File: config.mk
export PLATFORM = sky130hd
export DESIGN_NAME = median_window_10
export DESIGN_NICKNAME = d
export VERILOG_FILES = /design/src/rtl/median_pkg.sv /design/src/rtl/median_window_10.sv
export SDC_FILE = /design/constraint.sdc
export NUM_CORES = 1
export LEC_CHECK = 0
export CORE_MARGIN = 4
export CORE_UTILIZATION = 30
export DETAILED_ROUTE_END_ITERATION = 10
export HOLD_SLACK_MARGIN = 0.02
export PLACE_DENSITY = 0.62
export SETUP_SLACK_MARGIN = 0.5
export SYNTH_ARGS = -nofsm -noshare
export SYNTH_HDL_FRONTEND = slang
export SYNTH_SLANG_ARGS = --single-unit
File: constraint.sdc
create_clock -name clk -period 15.7 [get_ports clk]
set_input_delay 1.57 -clock clk [delete_from_list [all_inputs] [get_ports clk]]
set_output_delay 1.57 -clock clk [all_outputs]
set_load 0.03 [all_outputs]
File: src/rtl/median_pkg.sv
// Shared types and constants for the median sorter and its streaming front-end.
package median_pkg;

    typedef logic [31:0] data_t;

    localparam int MEDIAN_N = 10;
    localparam int SEQ_W    = 16;

    // FILL: window not yet complete for the current stream; RUN: window full.
    typedef enum logic {
        ST_FILL,
        ST_RUN
    } state_t;

endpackage

File: src/rtl/median_window_10.sv
// Sliding 10-sample window feeding the median sorter; emits every STRIDE samples
// once full and holds the presented window stable under backpressure.
module median_window_10
    import median_pkg::*;
#(
    parameter int N      = MEDIAN_N,
    parameter int STRIDE = 1
) (
    input  logic             clk,
    input  logic             rst,
    input  logic             in_valid,
    output logic             in_ready,
    input  data_t            in_data,
    input  logic             in_last,
    output logic             win_valid,
    input  logic             win_ready,
    output data_t            win_0,
    output data_t            win_1,
    output data_t            win_2,
    output data_t            win_3,
    output data_t            win_4,
    output data_t            win_5,
    output data_t            win_6,
    output data_t            win_7,
    output data_t            win_8,
    output data_t            win_9,
    output logic [SEQ_W-1:0] win_seq,
    output logic             partial_drop
);

    localparam logic [3:0] FILL_FULL = 4'(N);
    localparam logic [3:0] STRIDE_W  = 4'(STRIDE);

    state_t           state_reg, state_next;
    logic [3:0]       fill_reg, fill_next, fill_post;
    logic [3:0]       since_reg, since_next;
    logic             win_valid_reg, win_valid_next;
    logic             drop_reg, drop_next;
    logic [SEQ_W-1:0] seq_reg, seq_next;
    data_t            win_reg   [0:N-1];
    data_t            win_shift [0:N-1];

    logic accept;
    logic consume;
    logic full;
    logic emit;

    // A held window blocks intake so the lanes cannot shift under the sorter.
    assign in_ready = !rst && !(win_valid_reg && !win_ready);
    assign accept   = in_valid && in_ready;
    assign consume  = win_valid_reg && win_ready;
    assign full     = (state_reg == ST_RUN);

    generate
        for (genvar gi = 0; gi < N - 1; gi++) begin : g_shift
            assign win_shift[gi] = win_reg[gi+1];
        end
    endgenerate
    assign win_shift[N-1] = in_data;

    always_comb begin
        fill_post      = full ? FILL_FULL : fill_reg + 4'd1;
        emit           = accept && (fill_post == FILL_FULL) &&
                         ((fill_reg == FILL_FULL - 4'd1) || (since_reg + 4'd1 == STRIDE_W));
        fill_next      = fill_reg;
        since_next     = since_reg;
        state_next     = state_reg;
        drop_next      = 1'b0;
        if (accept) begin
            if (in_last) begin
                // Stream boundary: the emit decision above still applies to this sample.
                fill_next  = 4'd0;
                since_next = 4'd0;
                state_next = ST_FILL;
                drop_next  = (fill_post != FILL_FULL);
            end else begin
                fill_next  = fill_post;
                state_next = (fill_post == FILL_FULL) ? ST_RUN : ST_FILL;
                if (emit) begin
                    since_next = 4'd0;
                end else if (fill_post == FILL_FULL) begin
                    since_next = since_reg + 4'd1;
                end
            end
        end
        win_valid_next = emit ? 1'b1 : (consume ? 1'b0 : win_valid_reg);
        seq_next       = consume ? seq_reg + 1'b1 : seq_reg;
    end

    always_ff @(posedge clk or posedge rst) begin
        if (rst) begin
            state_reg     <= ST_FILL;
            fill_reg      <= 4'd0;
            since_reg     <= 4'd0;
            win_valid_reg <= 1'b0;
            drop_reg      <= 1'b0;
            seq_reg       <= '0;
            for (int i = 0; i < N; i++) begin
                win_reg[i] <= '0;
            end
        end else begin
            state_reg     <= state_next;
            fill_reg      <= fill_next;
            since_reg     <= since_next;
            win_valid_reg <= win_valid_next;
            drop_reg      <= drop_next;
            seq_reg       <= seq_next;
            if (accept) begin
                for (int i = 0; i < N; i++) begin
                    win_reg[i] <= win_shift[i];
                end
            end
        end
    end

    assign win_valid    = win_valid_reg;
    assign win_seq      = seq_reg;
    assign partial_drop = drop_reg;
    assign win_0        = win_reg[0];
    assign win_1        = win_reg[1];
    assign win_2        = win_reg[2];
    assign win_3        = win_reg[3];
    assign win_4        = win_reg[4];
    assign win_5        = win_reg[5];
    assign win_6        = win_reg[6];
    assign win_7        = win_reg[7];
    assign win_8        = win_reg[8];
    assign win_9        = win_reg[9];

endmodule

# Yosys cells after proc, flatten, opt, wreduce, memory -nomap -nowiden
# Index checks and enable logic that the tools add are counted.
word_totals:
  input_bits: 37
  out_inout_bits: 339
  elab_cells: 47
  register_bits: 347
classes:
  add_sub_neg: 3
  eq_ne: 4
  reduce_logical: 13
  muxes: 11
ops:
  columns: ["cell", "n"]
  rows:
  - ["$mux 4", 5]
  - ["$add 16x1->16 const B", 1]
  - ["$add 4x1->4 const B", 2]
  - ["$eq 4x4->1 const B", 2]
  - ["$logic_and 1x1->1", 6]
  - ["$mux 1", 6]
  - ["$eq 4x1->1 const B", 1]
  - ["$ne 4x4->1 const B", 1]
  - ["$logic_not 1->1", 3]
  - ["$reduce_bool 3->1", 1]
  - ["$reduce_and 2->1", 1]
  - ["$reduce_bool 2->1", 1]
  - ["$logic_or 1x1->1", 1]

# Depth between registers and ports, before layout
# Gate-level depths: netlist (run 1).
logic_depth:
  ltp_word: 9
  mapped_depth: 7
  ltp_nobuf: 6

# Worst setup path after synthesis (run 1)
# OpenSTA, ideal clock, no wires.
synth_timing:
  path_kind: "input port to output port"
  from: "input win_ready"
  to: "output in_ready"
  n_path_buf: 0
  cell_stages: 2
  arrival_time_ns: 2.003
  setup_slack_ns: 12.127
  t_required_ns: 14.130
  cell_sequence: "nor2b_4 nor2_1"
synth_between:
  elab_chain_len: 4
synth_rtl:
  columns: ["element", "line_no", "text"]
  rows:
  - ["start, declared", "median_window_10.sv:16", "input logic win_ready,"]
  - ["$logic_not 1->1", "median_window_10.sv:49", "assign in_ready = !rst && !(win_valid_reg && !win_ready);"]
  - ["$logic_and 1x1->1", "median_window_10.sv:49", null]
  - ["$logic_not 1->1", "median_window_10.sv:49", null]
  - ["$logic_and 1x1->1", "median_window_10.sv:49", null]
  - ["end, declared", "median_window_10.sv:12", "output logic in_ready,"]
# No other way between the ends.

# Worst setup path in the final report (run 1)
layout_timing:
  from: "input rst"
  to: "output in_ready"
layout_between:
  elab_chain_len: 2
layout_rtl:
  columns: ["element", "line_no", "text"]
  rows:
  - ["start, declared", "median_window_10.sv:10", "input logic rst,"]
  - ["$logic_not 1->1 (no source line)", null, null]
  - ["$logic_and 1x1->1", "median_window_10.sv:49", null]
# No other way between the ends.

==> results of run 1 <==
[final cells by class]
type / instances / area, um^2
Multi-Input combinational cell: 1058 / 4280
Sequential cell: 347 / 8680
Inverter: 10 / 45.0
Tap cell: 592 / 741
Clock inverter: 4 / 52.6
Fill cell: 4392 / 25300
Timing Repair Buffer: 382 / 3830
Clock buffer: 64 / 1190
[metal layers]
metal / vias up / wire [um] / global-route usage
li1: 5244 / - / -
met1: 5181 / 17300 / 0.214
met2: 299 / 17800 / 0.246
met3: 62 / 2770 / 0.0444
met4: 0 / 1050 / 0.0550
met5: - / 0 / 0
[worst paths after layout]
| kind | slack (ns) | endpoint | startpoint |
|---|---|---|---|
| min in group asynchronous | 1.74 | win_7[25]$_DFFE_PP0P_ | rst |
| worst min-delay path | 0.47 | win_0[14]$_DFFE_PP0P_ | win_0[14]$_DFFE_PP0P_ |
| worst max-delay path | 11.12 | in_ready | rst |
| max in group asynchronous | 12.50 | win_5[30]$_DFFE_PP0P_ | rst |
| worst min register to register | 0.47 | win_0[14]$_DFFE_PP0P_ | win_0[14]$_DFFE_PP0P_ |
| worst max register to register | 12.43 | win_3[4]$_DFFE_PP0P_ | win_valid$_DFFE_PP0P_ |
[worst max-delay path, stage by stage]
cell and delay (ns):
clkdlybuf4s50_1 0.58, nor2_1 0.17, clkdlybuf4s50_1 0.68
[metrics by stage]
step           std cells  utilization  cell area (um^2)
4_1_cts             2457        0.427             18800
3_5_place_dp        2389        0.399             17600
2_1_floorplan       1490            -             13400
6_report            2457        0.427             18800
3_3_place_gp        2389        0.399             17600
5_1_grt             2457        0.427             18800
[cell usage after synthesis (all sizes together), types with 2 or more instances]
| library cell | instances |
|---|---|
| o32ai | 3 |
| a211oi | 2 |
| o21ai | 4 |
| xor2 | 6 |
| clkbuf | 10 |
| nand2 | 974 |
| and3 | 6 |
| ha | 5 |
| and2 | 3 |
| xnor2 | 11 |
| nand3 | 8 |
| nand4 | 4 |
| buf | 65 |
| nor2b | 4 |
| a31o | 3 |
| a21oi | 3 |
| o31ai | 3 |
| dfrtp | 347 |
| nor3 | 2 |
| nor2 | 8 |
| inv | 10 |
[cell families (layout without fill, tap and decap cells)]
kind of cell | count (synthesis) | in the layout
multiplexers | 1 | 1
AO/OA/AOI/OAI | 22 | 22
XOR/XNOR | 17 | 17
buffers and inverters | 85 | 460
AND/OR/NAND/NOR | 1013 | 1013
adder cells (fa/ha/maj) | 5 | 5
flip-flops | 347 | 347
[placed cells by master (no fill, tap or decap), types with 2 or more instances in the layout]
cell type / count
and3_1: 6
nor2_1: 8
clkbuf_16: 41
buf_4: 5
clkbuf_1: 15
xor2_1: 6
nor2b_1: 3
inv_1: 9
buf_12: 2
clkdlybuf4s50_1: 375
dfrtp_1: 347
xnor2_1: 11
o21ai_0: 4
and2_1: 3
nand4_1: 4
inv_6: 2
nand3_1: 8
o32ai_1: 3
a31o_2: 3
o31ai_1: 3
a21oi_1: 3
ha_1: 5
nand2_1: 974
clkbuf_8: 8
a211oi_1: 2
[power breakdown]
| part | internal [W] | leakage [nW] | switching, W |
|---|---|---|---|
| Clock | 0.000534 | 0.608 | 0.000358 |
| Combinational | 0.000377 | 4.35 | 0.000615 |
| Sequential | 0.00108 | 4.60 | 0.000158 |
| Total | 0.00199 | 9.56 | 0.00113 |
==> impl_results.md, run 1 <==
- Leakage: 9.56 nW
- Post-synth cell types: 35
- Hold buffer count at cts: 0
- Xor/xnor share of the synthesized area: 0.0111
- CP required: 14.13 ns
- Synth Instances: 1,490
- Type of destination of the critical path: output pin
- Vias in the first global route: 10,589
- Kind of start point of the critical path: primary input
- Gpl congestion: 0.779
- Sum Neg Setup Slack: 0 ns
- Core Box Area: 0.0441 mm^2
- Hold path depth: 2
- Die Wd: 219 um
- CTS HTree Levels: 2
- Final Max Slew Viols: 0
- Antenna Cells: 0
- Rows: 77
- Fin Hold WS: 0.469 ns
- Post-synthesis compound-gate area fraction: 0.0121
- Die area: 0.0480 mm^2
- Gr ovfl total: 0
- Worst-Margin Slew: 1.09 ns
- DRT Pass-1 Iters: 5
- Final Critical Period: 4.58 ns
- Pre-CTS WS: 10.83 ns
- IO Count: 376
- Fin worst setup slack: 11.12 ns
- DP Wirelength: 26,200 um
- Vias: 10,786
- Routed vias/inst: 4.39
- Reg2reg path depth: 6
- Setup bufs post-CTS: 0
- Arr. time, crit path: 3.01 ns
- CP max FO: 4
- Worst Skew: 0.0130 ns
- Total CTS buffers: 40
- GRT Overall Usage: 0.158
- Synth Area per Inst: 8.97 um^2
- Pwr dens: 166 mW/mm^2
- Relative slew slack: 0.270
- Post-synth EDFFs: 0
- Synth top area share: 0.650
- Fin nets: 1,881
- Worst-path clk slew: 0.05 ns
- Area contributors post-synth: dfrtp_1, nand2_1, buf_2
- Total detailed-routing wirelength: 38,900 um
- Clock Tree Root: clkbuf_16
- Pin count of the biggest net entering global routing: 235
- Post-synthesis simple-gate area fraction: 0.291
- Unrepaired setup endpoints after global routing: false
- DR WL/cell: 15.8 um
- Die height: 219 um
- Min-Delay Path Class: flop to flop
- IO Port Bufs: 375
- CTS tree: yes
- Main synth FF type: dfrtp_1
- Status: complete, no violations
- Syn_nets: 1,532
- Multiplexer share of the synthesized area: 0.000843
- Cell Area, Synth: 0.0134 mm^2
- Clock sink total: 347
- FMAX: 218 MHz
- Synth warn: 0
- Area share of fa/ha/maj cells after synthesis: 0.00468
- Setup-failing EPs final: 0
- Period utilization: 0.292
- Largest family of logic cells by synthesized area: simple AND/OR/NAND/NOR gates
- # Max-Cap Violations: 0
- P&R area growth vs syn: 40.9%
- Drt initial violations: 811
- Initial Util: 0.303
- Seq/Total Area, Yosys: 0.650
- Bufs on Longest Clock Path: 3
- Seq cells post-synth: 347
- Post-route ant nets: 0
- Layout cells sized above 1: 0.0370
- Final hold viol count: 0
- Clk Latency, worst-skew pair: 0.54 ns
- First-pass GRT wire length: 61,000 um
- DRC errors left: 0
- Cell taking the most area after synthesis: dfrtp_1
- Initial antenna violation count: 0
- Critical path type: primary input to output pin
- Max VDD drop: 85.2 uV
- Ys async rst share: 1.00
- Cts repair resizes: 0
- Total Power: 0.00312 W
No activity file was read; power rests on OpenSTA's default activity.
==> inputs of run 2 (changes only) <==
==> constraint.sdc (replaced) <==
create_clock -name clk -period 4.7 [get_ports clk]
set_input_delay 0.47 -clock clk [delete_from_list [all_inputs] [get_ports clk]]
set_output_delay 0.47 -clock clk [all_outputs]
set_load 0.03 [all_outputs]
==> run 2 against run 1 <==
Combinational power rose to 3.3 times the previous value. Clock power rose to 3.5 times the previous value. Global-route usage rose by 0.059 points. Total power rose to 3.4 times the previous value. Non-clock buffer count rose by 2. Sequential power rose to 3.4 times the previous value. Worst hold slack got worse by 0.023 ns. Worst setup slack got worse by 8.7 ns. Flip-flop and latch count did not move. Register-to-register slack got worse by 9.9 ns. Largest cell class unchanged. Clock skew rose by 0.0037 ns.
==> impl_results.md, run 2 (synthesis gave the netlist of run 1 again) <==
- CP max FO: 4 (unchanged)
- Worst-Margin Slew: 1.02 ns (was 1.09 ns)
- Clock Tree Root: clkbuf_16 (unchanged)
- Status: complete, no violations (unchanged)
- Setup bufs post-CTS: 0 (unchanged)
- Unrepaired setup endpoints after global routing: false (unchanged)
- Most common cell after layout, fill and taps aside: nand2_1 (unchanged)
- Core Box Area: 0.0441 mm^2 (unchanged)
- Rows: 77 (unchanged)
- Critical path type: flop to output pin (was primary input to output pin)
- Gr ovfl total: 0 (unchanged)
- Max VDD drop: 259 uV (was 85.2 uV)
- Relative slew slack: 0.319 (was 0.270)
- Min-Delay Path Class: primary input to flop (was flop to flop)
- DRT Pass-1 Iters: 5 (unchanged)
- Setup-failing EPs final: 0 (unchanged)
- Bufs and invs on worst path: 1 (was 2)
- Fin Hold WS: 0.446 ns (was 0.469 ns)
- CP max stage cell: clkdlybuf4s50_1 (unchanged)
- IO Port Bufs: 375 (unchanged)
- First-pass GRT wire length: 60,800 um (was 61,000 um)
- Final hold viol count: 0 (unchanged)
- GRT Overall Usage: 0.159 (was 0.158)
- Routed vias/inst: 4.34 (was 4.39)
- Fin nets: 1,884 (was 1,881)
- Most frequent cells in the layout: nand2_1, clkdlybuf4s50_1, dfrtp_1, clkbuf_16, clkbuf_1 (unchanged)
- Total Power: 0.0106 W (was 0.00312 W)
- Vias in the first global route: 10,481 (was 10,589)
- Die height: 219 um (unchanged)
- Final Critical Period: 2.31 ns
- Worst Skew: 0.0167 ns (was 0.0130 ns)
- Vias: 10,709 (was 10,786)
- DP Wirelength: 26,300 um (was 26,200 um)
- P&R area growth vs syn: 42.1% (was 40.9%)
- DRC errors left: 0 (unchanged)
- # Max-Cap Violations: 0 (unchanged)
- Hold buffer count at cts: 0 (unchanged)
- DR WL/cell: 15.7 um (was 15.8 um)
- Clock sink total: 347 (unchanged)
- Initial Util: 0.303 (unchanged)
- Reg2reg setup slack: 2.54 ns (was 12.43 ns)
- Leakage: 9.63 nW (was 9.56 nW)
- Max incr delay on CP: 0.68 ns (about the same)
- Pwr dens: 556 mW/mm^2 (was 166 mW/mm^2)
- Arr. time, crit path: 1.84 ns (was 3.01 ns)
- Bufs on Longest Clock Path: 3 (unchanged)
- Cts repair resizes: 0 (unchanged)
- Die area: 0.0480 mm^2 (unchanged)
- Kind of start point of the critical path: flop (was primary input)
- Crit path max-delay family: buffers and inverters (unchanged)
- Worst-path clk slew: 0.06 ns (was 0.05 ns)
- Final Max Slew Viols: 0 (unchanged)
- CP required: 4.23 ns (was 14.13 ns)
- Gpl congestion: 0.806 (was 0.779)
- Initial antenna violation count: 0 (unchanged)
- Pin count of the biggest net entering global routing: 186 (was 235)
- CTS HTree Levels: 2 (unchanged)
- IO Count: 376 (unchanged)
- CTS tree: yes (unchanged)
- Total CTS buffers: 41 (was 40)
- Clk Latency, worst-skew pair: 0.55 ns (was 0.54 ns)
- Type of destination of the critical path: output pin (unchanged)
- Period utilization: 0.492
- Layout cells sized above 1: 0.0422 (was 0.0370)
- Fill cells: 4,425 (was 4,392)
- Post-route ant nets: 0 (unchanged)
- CP Cell Sequence: nor2b_4, nor2_1, clkdlybuf4s50_1 (was clkdlybuf4s50_1, nor2_1, clkdlybuf4s50_1)
- Drt initial violations: 762 (was 811)
- Total detailed-routing wirelength: 38,600 um (was 38,900 um)
- Die Wd: 219 um (unchanged)
- Antenna Cells: 0 (unchanged)
- FMAX: 433 MHz
-- run 2: cell types whose count changed in the layout (fill, tap and decap cells not counted) --
cell        change
clkinv_4        +1
buf_12          +5
clkinvlp_4      +2
clkbuf_16       +2
clkbuf_8        +1
inv_6           -1
clkbuf_1        -2
clkinv_2        +3
buf_4           -3
-- run 2: metrics by stage --
step                      TNS [ns]  instance area (um^2)  utilization  worst slack (ns)  instances
after floorplan            -143.81                 13400            -            -0.414       1490
after global placement           0                 17700        0.400              2.09       2391
after detailed placement         0                 17700        0.400              1.99       2391
after CTS                        0                 19000        0.430              2.33       2465
after global routing             0                 19000        0.430              2.29       2465
final                            0                 19000        0.430              2.39       2465
-- run 2: worst min-delay path, delay by kind of cell --
kind                   cells  cell delay, ns
AND/OR/NAND/NOR            2            0.09
buffers and inverters      1            0.39
-- run 2: area by class of cell --
class                      count  area, um^2  share of cell area
clock buffer                  65        1250              0.0657
clock inverter                 9        86.3             0.00455
inverter                      10        41.3             0.00217
multi-input combinational   1058        4280               0.226
sequential                   347        8680               0.457
tap                          592         741              0.0390
timing repair buffer         384        3910               0.206
-- run 2: worst paths after layout --
check                                           start                  endpoint  cells past startpoint
max in group asynchronous                         rst     win_0[11]$_DFFE_PP0P_                      3
worst max-delay path            win_valid$_DFFE_PP0P_                  in_ready                      3
worst max register to register  win_valid$_DFFE_PP0P_  since_reg[2]$_DFFE_PP0P_                      5
min in group asynchronous                         rst     win_valid$_DFFE_PP0P_                      2
worst min-delay path                      in_data[14]     win_9[14]$_DFFE_PP0P_                      3
worst min register to register  win_0[17]$_DFFE_PP0P_     win_0[17]$_DFFE_PP0P_                      2
-- run 2: where the power goes --
part | switching [W] | internal [W] | total [W]
Combinational | 0.00206 | 0.00127 | 0.00332
Sequential | 0.000536 | 0.00360 | 0.00413
Clock | 0.00123 | 0.00188 | 0.00311
-- run 2: layer usage --
metal | track usage | vias to the layer above | wire length, um
li1 | - | 5278 | -
met2 | 0.253 | 281 | 18200
met1 | 0.211 | 5103 | 16700
met3 | 0.0461 | 47 | 2820
met4 | 0.0493 | 0 | 894
met5 | 0 | - | 0
